### src/rtl/ps2_scancode_receiver.sv
// PS/2 device-to-host receiver: sync, clock glitch filter, framing checks,
// E0/F0 prefix folding and a fall-through FIFO of decoded keys.
module ps2_scancode_receiver #(
    parameter int SYNC_STAGES    = 2,
    parameter int FILTER_LEN     = 4,
    parameter int TIMEOUT_CYCLES = 50000,
    parameter int FIFO_DEPTH     = 4
) (
    input  logic       clk,
    input  logic       rst_n,
    input  logic       ps2_clk,
    input  logic       ps2_data,
    input  logic       ready,
    output logic       valid,
    output logic [7:0] code,
    output logic       is_break,
    output logic       is_extended,
    output logic       parity_err,
    output logic       frame_err,
    output logic       overflow
);
    localparam int FW = $clog2(FILTER_LEN + 1);
    localparam int TW = $clog2(TIMEOUT_CYCLES + 1);
    localparam int AW = $clog2(FIFO_DEPTH);
    localparam logic [FW-1:0] FMAX = FW'(FILTER_LEN - 1);
    localparam logic [TW-1:0] TMAX = TW'(TIMEOUT_CYCLES);
    localparam logic [AW:0]   FULL = (AW + 1)'(FIFO_DEPTH);

    typedef enum logic [1:0] {IDLE, DATA, PARITY, STOP} state_t;

    logic [SYNC_STAGES-1:0] clk_sync;
    logic [SYNC_STAGES-1:0] dat_sync;
    logic [FW-1:0]          flt_cnt;
    logic                   flt_clk;
    logic                   flt_prev;
    logic                   fe;
    logic                   din;
    logic                   clk_s;

    assign clk_s = clk_sync[SYNC_STAGES-1];
    assign din   = dat_sync[SYNC_STAGES-1];
    assign fe    = flt_prev & ~flt_clk;

    // Filtered clock only follows after FILTER_LEN consecutive differing samples.
    always_ff @(posedge clk) begin
        if (!rst_n) begin
            clk_sync <= '1;
            dat_sync <= '1;
            flt_clk  <= 1'b1;
            flt_prev <= 1'b1;
            flt_cnt  <= '0;
        end else begin
            clk_sync <= {clk_sync[SYNC_STAGES-2:0], ps2_clk};
            dat_sync <= {dat_sync[SYNC_STAGES-2:0], ps2_data};
            flt_prev <= flt_clk;
            if (clk_s == flt_clk) begin
                flt_cnt <= '0;
            end else if (flt_cnt == FMAX) begin
                flt_clk <= clk_s;
                flt_cnt <= '0;
            end else begin
                flt_cnt <= flt_cnt + FW'(1);
            end
        end
    end

    state_t        state, state_n;
    logic [2:0]    bit_cnt;
    logic [7:0]    shreg;
    logic          par;
    logic [TW-1:0] tcnt;
    logic          ext, brk;
    logic          timeout;
    logic          accept, perr, ferr;

    assign timeout = (state != IDLE) && !fe && (tcnt == TMAX);

    always_comb begin
        state_n = state;
        accept  = 1'b0;
        perr    = 1'b0;
        ferr    = 1'b0;
        if (fe) begin
            unique case (state)
                IDLE: begin
                    if (!din) state_n = DATA;
                    else      ferr    = 1'b1;
                end
                DATA: begin
                    if (bit_cnt == 3'd7) state_n = PARITY;
                end
                PARITY: state_n = STOP;
                STOP: begin
                    state_n = IDLE;
                    if (!din)               ferr   = 1'b1;
                    else if (!(^{shreg, par})) perr = 1'b1;
                    else                    accept = 1'b1;
                end
            endcase
        end else if (timeout) begin
            state_n = IDLE;
            ferr    = 1'b1;
        end
    end

    logic push, pop, full, do_push;
    logic [9:0]    mem [FIFO_DEPTH];
    logic [AW-1:0] rd_ptr, wr_ptr;
    logic [AW:0]   count;

    assign push    = accept && shreg != 8'hE0 && shreg != 8'hF0;
    assign valid   = count != '0;
    assign pop     = valid && ready;
    assign full    = count == FULL;
    assign do_push = push && (!full || pop);

    always_ff @(posedge clk) begin
        if (!rst_n) begin
            state      <= IDLE;
            bit_cnt    <= '0;
            shreg      <= '0;
            par        <= 1'b0;
            tcnt       <= '0;
            ext        <= 1'b0;
            brk        <= 1'b0;
            rd_ptr     <= '0;
            wr_ptr     <= '0;
            count      <= '0;
            parity_err <= 1'b0;
            frame_err  <= 1'b0;
            overflow   <= 1'b0;
        end else begin
            state <= state_n;
            if (fe || state == IDLE) tcnt <= '0;
            else if (tcnt != TMAX)   tcnt <= tcnt + TW'(1);
            if (fe && state == IDLE) bit_cnt <= '0;
            if (fe && state == DATA) begin
                shreg   <= {din, shreg[7:1]};
                bit_cnt <= bit_cnt + 3'd1;
            end
            if (fe && state == PARITY) par <= din;
            if (ferr || perr) begin
                ext <= 1'b0;
                brk <= 1'b0;
            end else if (accept) begin
                ext <= shreg == 8'hE0 ? 1'b1 : (shreg == 8'hF0 ? ext : 1'b0);
                brk <= shreg == 8'hF0 ? 1'b1 : (shreg == 8'hE0 ? brk : 1'b0);
            end
            if (do_push) wr_ptr <= wr_ptr + AW'(1);
            if (pop)     rd_ptr <= rd_ptr + AW'(1);
            if (do_push && !pop)      count <= count + (AW + 1)'(1);
            else if (!do_push && pop) count <= count - (AW + 1)'(1);
            parity_err <= perr;
            frame_err  <= ferr;
            overflow   <= push && full && !pop;
        end
    end

    always_ff @(posedge clk) begin
        if (do_push) mem[wr_ptr] <= {ext, brk, shreg};
    end

    assign code        = valid ? mem[rd_ptr][7:0] : 8'h00;
    assign is_break    = valid & mem[rd_ptr][8];
    assign is_extended = valid & mem[rd_ptr][9];
endmodule
### config.mk
export PLATFORM = sky130hd
export DESIGN_NAME = ps2_scancode_receiver
export DESIGN_NICKNAME = d
export VERILOG_FILES = /design/src/rtl/ps2_scancode_receiver.sv
export SDC_FILE = /design/constraint.sdc
export NUM_CORES = 1
export LEC_CHECK = 0
export CELL_PAD_IN_SITES_DETAIL_PLACEMENT = 0
export CELL_PAD_IN_SITES_GLOBAL_PLACEMENT = 1
export CORE_MARGIN = 2
export CORE_UTILIZATION = 30
export CTS_BUF_LIST = sky130_fd_sc_hd__clkbuf_8
export CTS_CLUSTER_DIAMETER = 30
export DETAILED_ROUTE_END_ITERATION = 16
export GPL_ROUTABILITY_DRIVEN = 0
export GPL_TIMING_DRIVEN = 0
export PLACE_DENSITY = 0.49
export SLEW_MARGIN = 10
export SYNTH_ARGS = -nofsm -noshare
export SYNTH_HDL_FRONTEND = slang
export SYNTH_SLANG_ARGS = --single-unit
### constraint.sdc
create_clock -name clk -period 4.7 [get_ports clk]
set_input_delay 1.41 -clock clk [delete_from_list [all_inputs] [get_ports clk]]
set_output_delay 1.41 -clock clk [all_outputs]
set_load 0.03 [all_outputs]
==> reports/qor.txt, run 1 <==
Outcome: finished, final reports clean
VDD IR max: 147 µV
Final Critical Period: 3.74 ns
CTS tree: built
Flop2flop setup slack: 1.48 ns
Clock Latency Late Sink: 0.37 ns
Post-Route WL: 7.42 mm
Pwr Density: 446 nW/µm²
Worst Path Arrival: 2.33 ns
Hold depth: 1
R2R Path Start: shreg[4]
Leading area contributor after synthesis: edfxtp_1
Max Freq: 267 MHz
RSZ-0062 raised after global routing: false
R2R depth: 10
Setup bufs post-CTS: 0
1st-iter DRT viols: 79
Max Cap Viol: 0
Cells after Synth: 329
Syn avg cell area: 11.9 µm²
EDFF count, synth: 40
Die Wd: 118 µm
Critical Path Start Type: flip-flop
CTS hold repair buffers: 0
Crit path kind: reg2out
Die height: 118 µm
Root Driver: clkbuf_8
Worst EP required: 3.29 ns
Fin. Hold Viols: 0
CP Capture Type: output port
Post-synth cell types: 42
Layout cells sized above 1: 10.5%
Core box area: 12700 µm²
Seq/Total Area, Yosys: 57.7%
Boundary Pins: 19
Tcrit/Tclk final: 79.6%
Largest net degree at the start of global routing: 16
Synth top area share: 30.6%
Multi-input logic area: 1580 µm²
Final #Nets: 379
Area contributors post-synth: edfxtp_1 31%, dfxtp_1 27%, mux4_2 5.7%
Antenna violations before repair: 0
First-pass GRT wire length: 12.3 mm
Placed instance count: 519
Initial Util: 31.0%
Post-synthesis register bit count: 93
Setup_tns: 0 ns
Residual DRC: 0
Hpwl dp: 5.07 mm
Rel. slew slack: 45.3%
Synthesis-to-layout area growth: 16.8%
# port buffers: 18
Pins Over Slew Limit: 0
Syn_nets: 350
Fin cells: 535
CTS buffer count: 9
# fillers: 1261
FF/Latch Area: 2260 µm²
Hold path start: dat_sync[0]
Post-DRT Antenna Nets: 0
Clk pin slew, worst setup/hold paths: 0.09 ns
Setup-failing EPs final: 0
Clock Skew: 0.00985 ns
# rows: 41
Primary FF master, synth: dfxtp_1
H-tree Lvls: 3
Gr usage total: 11.5%
WL per Instance: 13.9 µm
Share of flip-flops with an asynchronous set or reset: 0%
Die area: 14000 µm²
N_diodes: 0
Routed vias: 2386
Least-Margin Pin Slew: 0.813 ns
TritonRoute pass-1 iters: 4
Worst hold path type: reg2reg
WHS Endpoint: dat_sync[1]
Post-Syn Area: 3920 µm²
Synth warn: 0
Vias in the first global route: 2316
Via/cell ratio: 4.46
Lkg Pwr: 1.54 nW
Worst R2R End: count[2]
CP max FO: 10
Sink Count: 93
Grt ovf: 0
Post-CTS sizing: 0
Clk buf depth: 2
-- worst max path at each step --
stage                           to      start  cells past startpoint  slack [ns]
after global placement    count[2]      ready                      9        0.86
after detailed placement  count[2]      ready                      9        0.83
after global routing       code[6]  flip-flop                      4        0.81
after floorplan           count[2]      ready                      8        1.61
after CTS                  code[6]  flip-flop                      4        0.85
final                      code[6]  flip-flop                      4        0.96
-- final cells by class --
| class | count | area share (%) |
|---|---|---|
| timing repair buffer | 18 | 3.93 |
| inverter | 11 | 0.901 |
| multi-input combinational | 214 | 34.4 |
| buffer | 11 | 0.928 |
| clock inverter | 7 | 3.03 |
| tap | 172 | 4.70 |
| sequential | 93 | 49.4 |
| clock buffer | 9 | 2.70 |
-- critical path, cell delays in order (launching register included) --
cell and delay, ns:
dfxtp_1 0.32, buf_1 0.47, mux4_2 0.41, and2_1 0.17, clkdlybuf4s50_1 0.59
-- where the power goes --
group	leakage, nW	internal [W]	switching (W)
Sequential	0.789	0.000859	0.0000186
Combinational	0.627	0.000220	0.000263
Clock	0.127	0.000405	0.000279
Total	1.54	0.00148	0.000561
-- per-stage QoR --
stage                     instance area (µm²)  power (W)  worst slack (ns)  utilization, %  hold slack [ns]
after CTS                                4580    0.00209             0.850            36.2            0.426
after detailed placement                 4320    0.00139             0.826            34.1            0.398
after global routing                     4580    0.00215             0.806            36.2            0.455
after global placement                   4320    0.00139             0.861            34.1            0.399
after floorplan                          3920    0.00122              1.61               -            0.386
final                                    4580    0.00204             0.961            36.2            0.419
-- Yosys cell counts (5+ instances only) --
| library cell | number |
|---|---|
| nand2_1 | 33 |
| nand3_1 | 16 |
| mux4_2 | 10 |
| xor2_1 | 11 |
| clkbuf_1 | 8 |
| or3_1 | 6 |
| o21ai_0 | 5 |
| edfxtp_1 | 40 |
| a21oi_1 | 19 |
| nand2b_1 | 6 |
| nor2_1 | 29 |
| mux2i_1 | 5 |
| and2_1 | 10 |
| dfxtp_1 | 53 |
| xnor2_1 | 9 |
| ha_1 | 15 |
| inv_1 | 11 |
-- per-layer routing --
metal | GRT usage [%] | wire length, µm | vias to the layer above
li1 | - | - | 1220
met1 | 14.7 | 3680 | 1130
met2 | 17.9 | 3380 | 25
met3 | 2.32 | 174 | 11
met4 | 6.78 | 183 | 0
met5 | 0 | 0 | -
-- cells in the final DEF (no fill, tap or decap), drive strengths merged, types with 14 or more instances in the layout --
master	count
a21oi	19
and2	14
clkbuf	17
clkdlybuf4s50	18
dfxtp	53
edfxtp	40
ha	15
nand2	33
nand3	16
nor2	29
-- kinds of logic (layout without fill, tap and decap cells) --
family          Yosys count  in the layout  synth area share [%]
simple gates            128            128                  16.7
buf+inv                  22             56                  2.14
compound gates           31             31                  4.66
xor+xnor                 22             22                  5.71
flops                    93             93                  57.7
mux                      17             17                  7.88
fa+ha+maj                16             16                  5.29
-- flip-flops by register name, summed over array words and instances, names as in the netlist, 3 cells and up, named ones only --
signal	count
mem	40
flt_cnt	3
shreg	8
count	3
bit_cnt	3
tcnt	16
Power figures use the tool's default switching activity.
==> inputs of run 2 (changes only) <==
- PLACE_DENSITY: 0.49 -> 0.51
- clock period: 4.7 -> 3.3 ns (I/O delays scaled with it)
==> run 2 against run 1 <==
  * Routed wire length increased by 1.2%
  * Critical path type unchanged
  * Clock skew hardly changed
  * Global-route usage hardly changed
  * Critical path depth is the same
  * Highest routed layer unchanged
  * Sequential power grew 43%
==> reports/qor.txt, run 2 (synthesis results as in run 1) <==
WL per Instance: 14.1 µm (+1.4%)
Grt ovf: 0 (unchanged)
CTS tree: built
Slowest-stage cell, CP: clkdlybuf4s50_1
Sink Count: 93 (unchanged)
Critical-path cell list: buf_4 > mux4_2 > and2_1 > clkdlybuf4s50_1
Hold depth: 1 (unchanged)
Worst hold path type: reg2reg
Initial Util: 31.0% (unchanged)
CP peak stage delay: 0.58 ns (about the same)
Met3 Track Usage GR: 2.32% (unchanged)
Pre-CTS setup slack: -0.0855 ns (-0.911 ns)
Gr usage total: 11.5% (+0.028 points)
VDD IR max: 190 µV (+29%)
Critical path's top delay family: buffers and inverters
Fin worst setup slack: 0.110 ns (-0.851 ns)
Reg power frac: 46.9% (+4.0 points)
Lkg Pwr: 1.53 nW (-1.1%)
Fin cells: 534 (-0.19%)
Critical Path Start Type: flip-flop
Die Wd: 118 µm (unchanged)
Met1 usage: 15.2% (+0.45 points)
H-tree Lvls: 3 (unchanged)
Clock Skew: 0.0100 ns (+0.000194 ns)
# port buffers: 18 (unchanged)
First-pass GRT wire length: 12.4 mm (+0.90%)
GR peak layer: met2
Post-Route WL: 7.52 mm (+1.2%)
Synthesis-to-layout area growth: 15.0%
Root Driver: clkbuf_8
Crit. path cell count: 4 (unchanged)
Max Cap Viol: 0 (unchanged)
RSZ-0062 raised after global routing: false
Switching portion of total power: 29.7% (+2.2 points)
Tcrit/Tclk final: 96.7%
Routed vias: 2374 (-0.50%)
Setup-failing EPs final: 0 (unchanged)
Pwr Density: 593 nW/µm² (+33%)
Overall power: 0.00268 W (+31%)
Via/cell ratio: 4.45 (-0.32%)
Pint: 0.00188 W (+27%)
Final #Nets: 378 (-0.26%)
Worst EP required: 2.31 ns (-0.98 ns)
Crit path buf inv count: 2 (unchanged)
TritonRoute pass-1 iters: 4 (unchanged)
Residual DRC: 0 (unchanged)
# rows: 41 (unchanged)
Layout cells sized above 1: 10.2% (-0.25 points)
Vias in the first global route: 2380 (+2.8%)
Crit path kind: reg2out
Boundary Pins: 19 (unchanged)
Share of total power in combinational logic: 25.6% (+2.0 points)
Setup bufs post-CTS: 0 (unchanged)
Fin. Hold Viols: 0 (unchanged)
Worst Path Arrival: 2.20 ns (-0.13 ns)
CTS buffer count: 9 (unchanged)
Post-DRT Antenna Nets: 0 (unchanged)
N_diodes: 0 (unchanged)
Top reg by flops: mem
Most frequent cells in the layout: 52 x dfxtp_1, 40 x edfxtp_1, 33 x nand2_1
Pins Over Slew Limit: 0 (unchanged)
Clk buf depth: 2 (unchanged)
Core box area: 12700 µm² (unchanged)
1st-iter DRT viols: 83 (+5.1%)
Final Critical Period: 3.19 ns
Largest net degree at the start of global routing: 15 (-1)
NetSw: 0.000794 W (+42%)
Die area: 14000 µm² (unchanged)
Rel. slew slack: 35.0% (-10 points)
Clock Latency Late Sink: 0.37 ns (about the same)
Most common cell after layout, fill and taps aside: dfxtp_1
Biggest regs: mem x40, tcnt x16, shreg x8
Placed instance count: 519 (unchanged)
Clk pin slew, worst setup/hold paths: 0.09 ns (about the same)
Hpwl dp: 5.12 mm (+0.93%)
Flop2flop setup slack: 0.22 ns (-1.26 ns)
Max reg flops: 40 (unchanged)
Least-Margin Pin Slew: 0.966 ns (+0.153 ns)
CP Capture Type: output port
Die height: 118 µm (unchanged)
R2R depth: 10 (unchanged)
Grt met2 use: 17.6% (-0.33 points)
Outcome: finished, final reports clean
CP max FO: 10 (unchanged)
Clock power share: 27.5% (-5.9 points)
Max Freq: 313 MHz
Antenna violations before repair: 0 (unchanged)
[run 2: repair_timing]
action                                  4_1_cts  5_1_grt
pin swaps                                     0        0
endpoints found under the setup margin       10       10
resized for setup                             1        5
hold buffers                                  0        0
[run 2: power by group through the flow]
| stage | clock network, W | logic, W | registers, W |
|---|---|---|---|
| floorplan | 0 | 0.000467 | 0.00127 |
| global placement | 0 | 0.000695 | 0.00128 |
| detailed placement | 0 | 0.000699 | 0.00128 |
| CTS | 0.000766 | 0.000698 | 0.00126 |
| global route | 0.000813 | 0.000737 | 0.00126 |
| finish | 0.000735 | 0.000685 | 0.00125 |
[run 2: area by class of cell]
| class | instances | area (µm²) |
|---|---|---|
| fill | 1293 | 8160 |
| sequential | 93 | 2260 |
| multi-input combinational | 214 | 1580 |
| tap | 172 | 215 |
| timing repair buffer | 18 | 183 |
| clock buffer | 9 | 124 |
| clock inverter | 7 | 60.1 |
| buffer | 10 | 42.5 |
| inverter | 11 | 41.3 |
[run 2: worst paths after layout]
| check | startpoint | endpoint |
|---|---|---|
| max reg2reg | shreg[4] | count[2] |
| min reg2reg | clk_sync[0] | clk_sync[1] |
| min | clk_sync[0] | clk_sync[1] |
| max | flip-flop | code[1] |
[run 2: stage by stage]
step / instance area [µm²] / util (%) / hold slack, ns / setup TNS [ns]
floorplan: 3920 / - / 0.386 / 0
global placement: 4320 / 34.1 / 0.393 / -0.135
detailed placement: 4320 / 34.1 / 0.399 / -0.0855
CTS: 4500 / 35.5 / 0.420 / 0
global route: 4510 / 35.6 / 0.442 / 0
finish: 4510 / 35.6 / 0.415 / 0
[run 2: routing by layer]
layer	share of wire (%)	vias to the layer above	routed length, µm
met1	50	1120	3730
met5	0	-	0
li1	-	1214	-
met3	2.6	12	198
met2	45	28	3400
met4	2.5	0	188
==> inputs of run 3 (changes only) <==
==> constraint.sdc (replaced) <==
create_clock -name clk -period 3.3 [get_ports clk]
set_input_delay 0.99 -clock clk [delete_from_list [all_inputs] [get_ports clk]]
set_output_delay 0.99 -clock clk [all_outputs]
set_load 0.1 [all_outputs]
==> run 3 against run 2 <==
  * First-iteration DRC count up 12%
  * Final cell count is the same
  * Combinational power up 61%
  * Sequential share of layout area fell by 0.39 points
  * Count of clock-buffer cells in the layout rose by 1
  * Highest routed layer unchanged
==> reports/qor.txt, run 3 (synthesis results as in run 1) <==
VDD IR max: 191 µV (+0.92%)
Clock Skew: 0.00992 ns (-0.000120 ns)
Least-Margin Pin Slew: 0.997 ns (+0.0305 ns)
# port buffers: 18 (unchanged)
Initial Util: 31.0% (unchanged)
Crit path kind: reg2out
Outcome: finished, final reports clean
Tcrit/Tclk final: 94.3% (-2.4 points)
Boundary Pins: 19 (unchanged)
Die height: 118 µm (unchanged)
Pwr Density: 693 nW/µm² (+17%)
CTS buffer count: 9 (unchanged)
CTS hold repair buffers: 0 (unchanged)
Pre-CTS setup slack: -0.138 ns (-0.0525 ns)
Max reg flops: 40 (unchanged)
Fin worst setup slack: 0.189 ns (+0.0793 ns)
Residual DRC: 0 (unchanged)
Post-DRT Antenna Nets: 0 (unchanged)
Rel. slew slack: 32.9% (-2.1 points)
# rows: 41 (unchanged)
Sink Count: 93 (unchanged)
WL per Instance: 13.8 µm (-1.8%)
Clock Latency Late Sink: 0.37 ns (about the same)
Worst hold path type: reg2reg
Setup bufs post-CTS: 0 (unchanged)
Routed vias: 2409 (+1.5%)
Gr usage total: 11.6% (+0.13 points)
RSZ-0062 raised after global routing: false
CP max FO: 10 (unchanged)
CP Capture Type: output port
N_diodes: 0 (unchanged)
Core box area: 12700 µm² (unchanged)
Most frequent cells in the layout: 53 x dfxtp_1, 40 x edfxtp_1, 33 x nand2_1
Final instance area: 4550 µm² (+0.72%)
Post-Route WL: 7.38 mm (-1.8%)
Vias in the first global route: 2308 (-3.0%)
Max Cap Viol: 0 (unchanged)
Final Critical Period: 3.11 ns (-0.0793 ns)
DP Area: 4320 µm² (about the same)
Die Wd: 118 µm (unchanged)
Max Freq: 321 MHz (+2.5%)
Clk pin slew, worst setup/hold paths: 0.09 ns (about the same)
Top reg by flops: mem
Worst EP required: 2.31 ns (about the same)
Hpwl dp: 5.08 mm (-0.79%)
Setup-failing EPs final: 0 (unchanged)
Die area: 14000 µm² (unchanged)
Layout cells sized above 1: 13.8% (+3.6 points)
H-tree Lvls: 3 (unchanged)
Overall power: 0.00315 W (+18%)
Clk buf depth: 2 (unchanged)
Most common cell after layout, fill and taps aside: dfxtp_1
Final #Nets: 378 (unchanged)
CTS tree: built
Via/cell ratio: 4.51 (+1.5%)
Synthesis-to-layout area growth: 15.8%
Fin. Hold Viols: 0 (unchanged)
Biggest regs: mem x40, tcnt x16, shreg x8
1st-iter DRT viols: 93 (+12%)
Antenna violations before repair: 0 (unchanged)
Largest net degree at the start of global routing: 17 (+2)
Worst Path Arrival: 2.12 ns (-0.08 ns)
Critical Path Start Type: flip-flop
First-pass GRT wire length: 12.4 mm (+0.61%)
Root Driver: clkbuf_8
TritonRoute pass-1 iters: 4 (unchanged)
Lkg Pwr: 1.52 nW (-0.49%)
Pins Over Slew Limit: 0 (unchanged)
Grt ovf: 0 (unchanged)
==> run 3: changes by cell type in the layout (fill, tap and decap cells not counted), sizes merged <==
cell / before / now
dlymetal6s2s: 1 / 0
clkdlybuf4s50: 17 / 7
buf: 2 / 1
clkinv: 1 / 2
clkbuf: 17 / 19
inv: 14 / 12
dlygate4sd2: 0 / 1
clkdlybuf4s15: 0 / 10
==> run 3: per-layer routing <==
layer | share of wire, % | GRT usage (%) | up-vias
met5 | 0 | 0 | -
met4 | 2.5 | 6.55 | 0
met3 | 2.9 | 2.36 | 14
met2 | 44 | 17.3 | 30
met1 | 50 | 15.8 | 1148
li1 | - | - | 1217
==> run 3: final timing paths <==
| kind | from | endpoint | slack [ns] | cells past startpoint |
|---|---|---|---|---|
| worst max-delay path | flip-flop | is_break | 0.19 | 4 |
| worst max register to register | shreg[4] | count[2] | 0.21 | 10 |
| worst min register to register | clk_sync[0] | clk_sync[1] | 0.42 | 1 |
| worst min-delay path | clk_sync[0] | clk_sync[1] | 0.42 | 1 |
==> run 3: metrics by stage <==
| step | std cells | utilization, % | hold WS (ns) | setup TNS, ns |
|---|---|---|---|---|
| 2_1_floorplan | 329 | - | 0.386 | 0 |
| 3_3_place_gp | 519 | 34.1 | 0.390 | -0.993 |
| 3_5_place_dp | 519 | 34.1 | 0.396 | -1.13 |
| 4_1_cts | 535 | 35.8 | 0.419 | 0 |
| 5_1_grt | 534 | 35.9 | 0.449 | 0 |
| 6_report | 534 | 35.9 | 0.415 | 0 |
==> run 3: layout make-up <==
cell class,instances,area [µm²]
buffer,10,42.5
clock buffer,10,138
clock inverter,6,71.3
fill,1290,8130
inverter,11,41.3
multi-input combinational,214,1580
sequential,93,2260
tap,172,215
timing repair buffer,18,191
==> run 3: what timing repair did <==
item / CTS / global route
pin swaps: 0 / 0
setup endpoints to repair: 11 / 11
endpoints found under the hold margin: 0 / 0
resized for setup: 31 / 2
==> run 3: worst max-delay path, cell delays in order (launching register included) <==
cell and delay [ns]:
dfxtp_1 0.31, clkbuf_4 0.27, mux4_2 0.55, and2_1 0.17, clkdlybuf4s15_2 0.46
==> run 3: report_power, final <==
part	switching [W]	total [W]	internal, W
sequential	0.0000313	0.00125	0.00122
combinational	0.000815	0.00110	0.000286
clock	0.000419	0.000794	0.000376
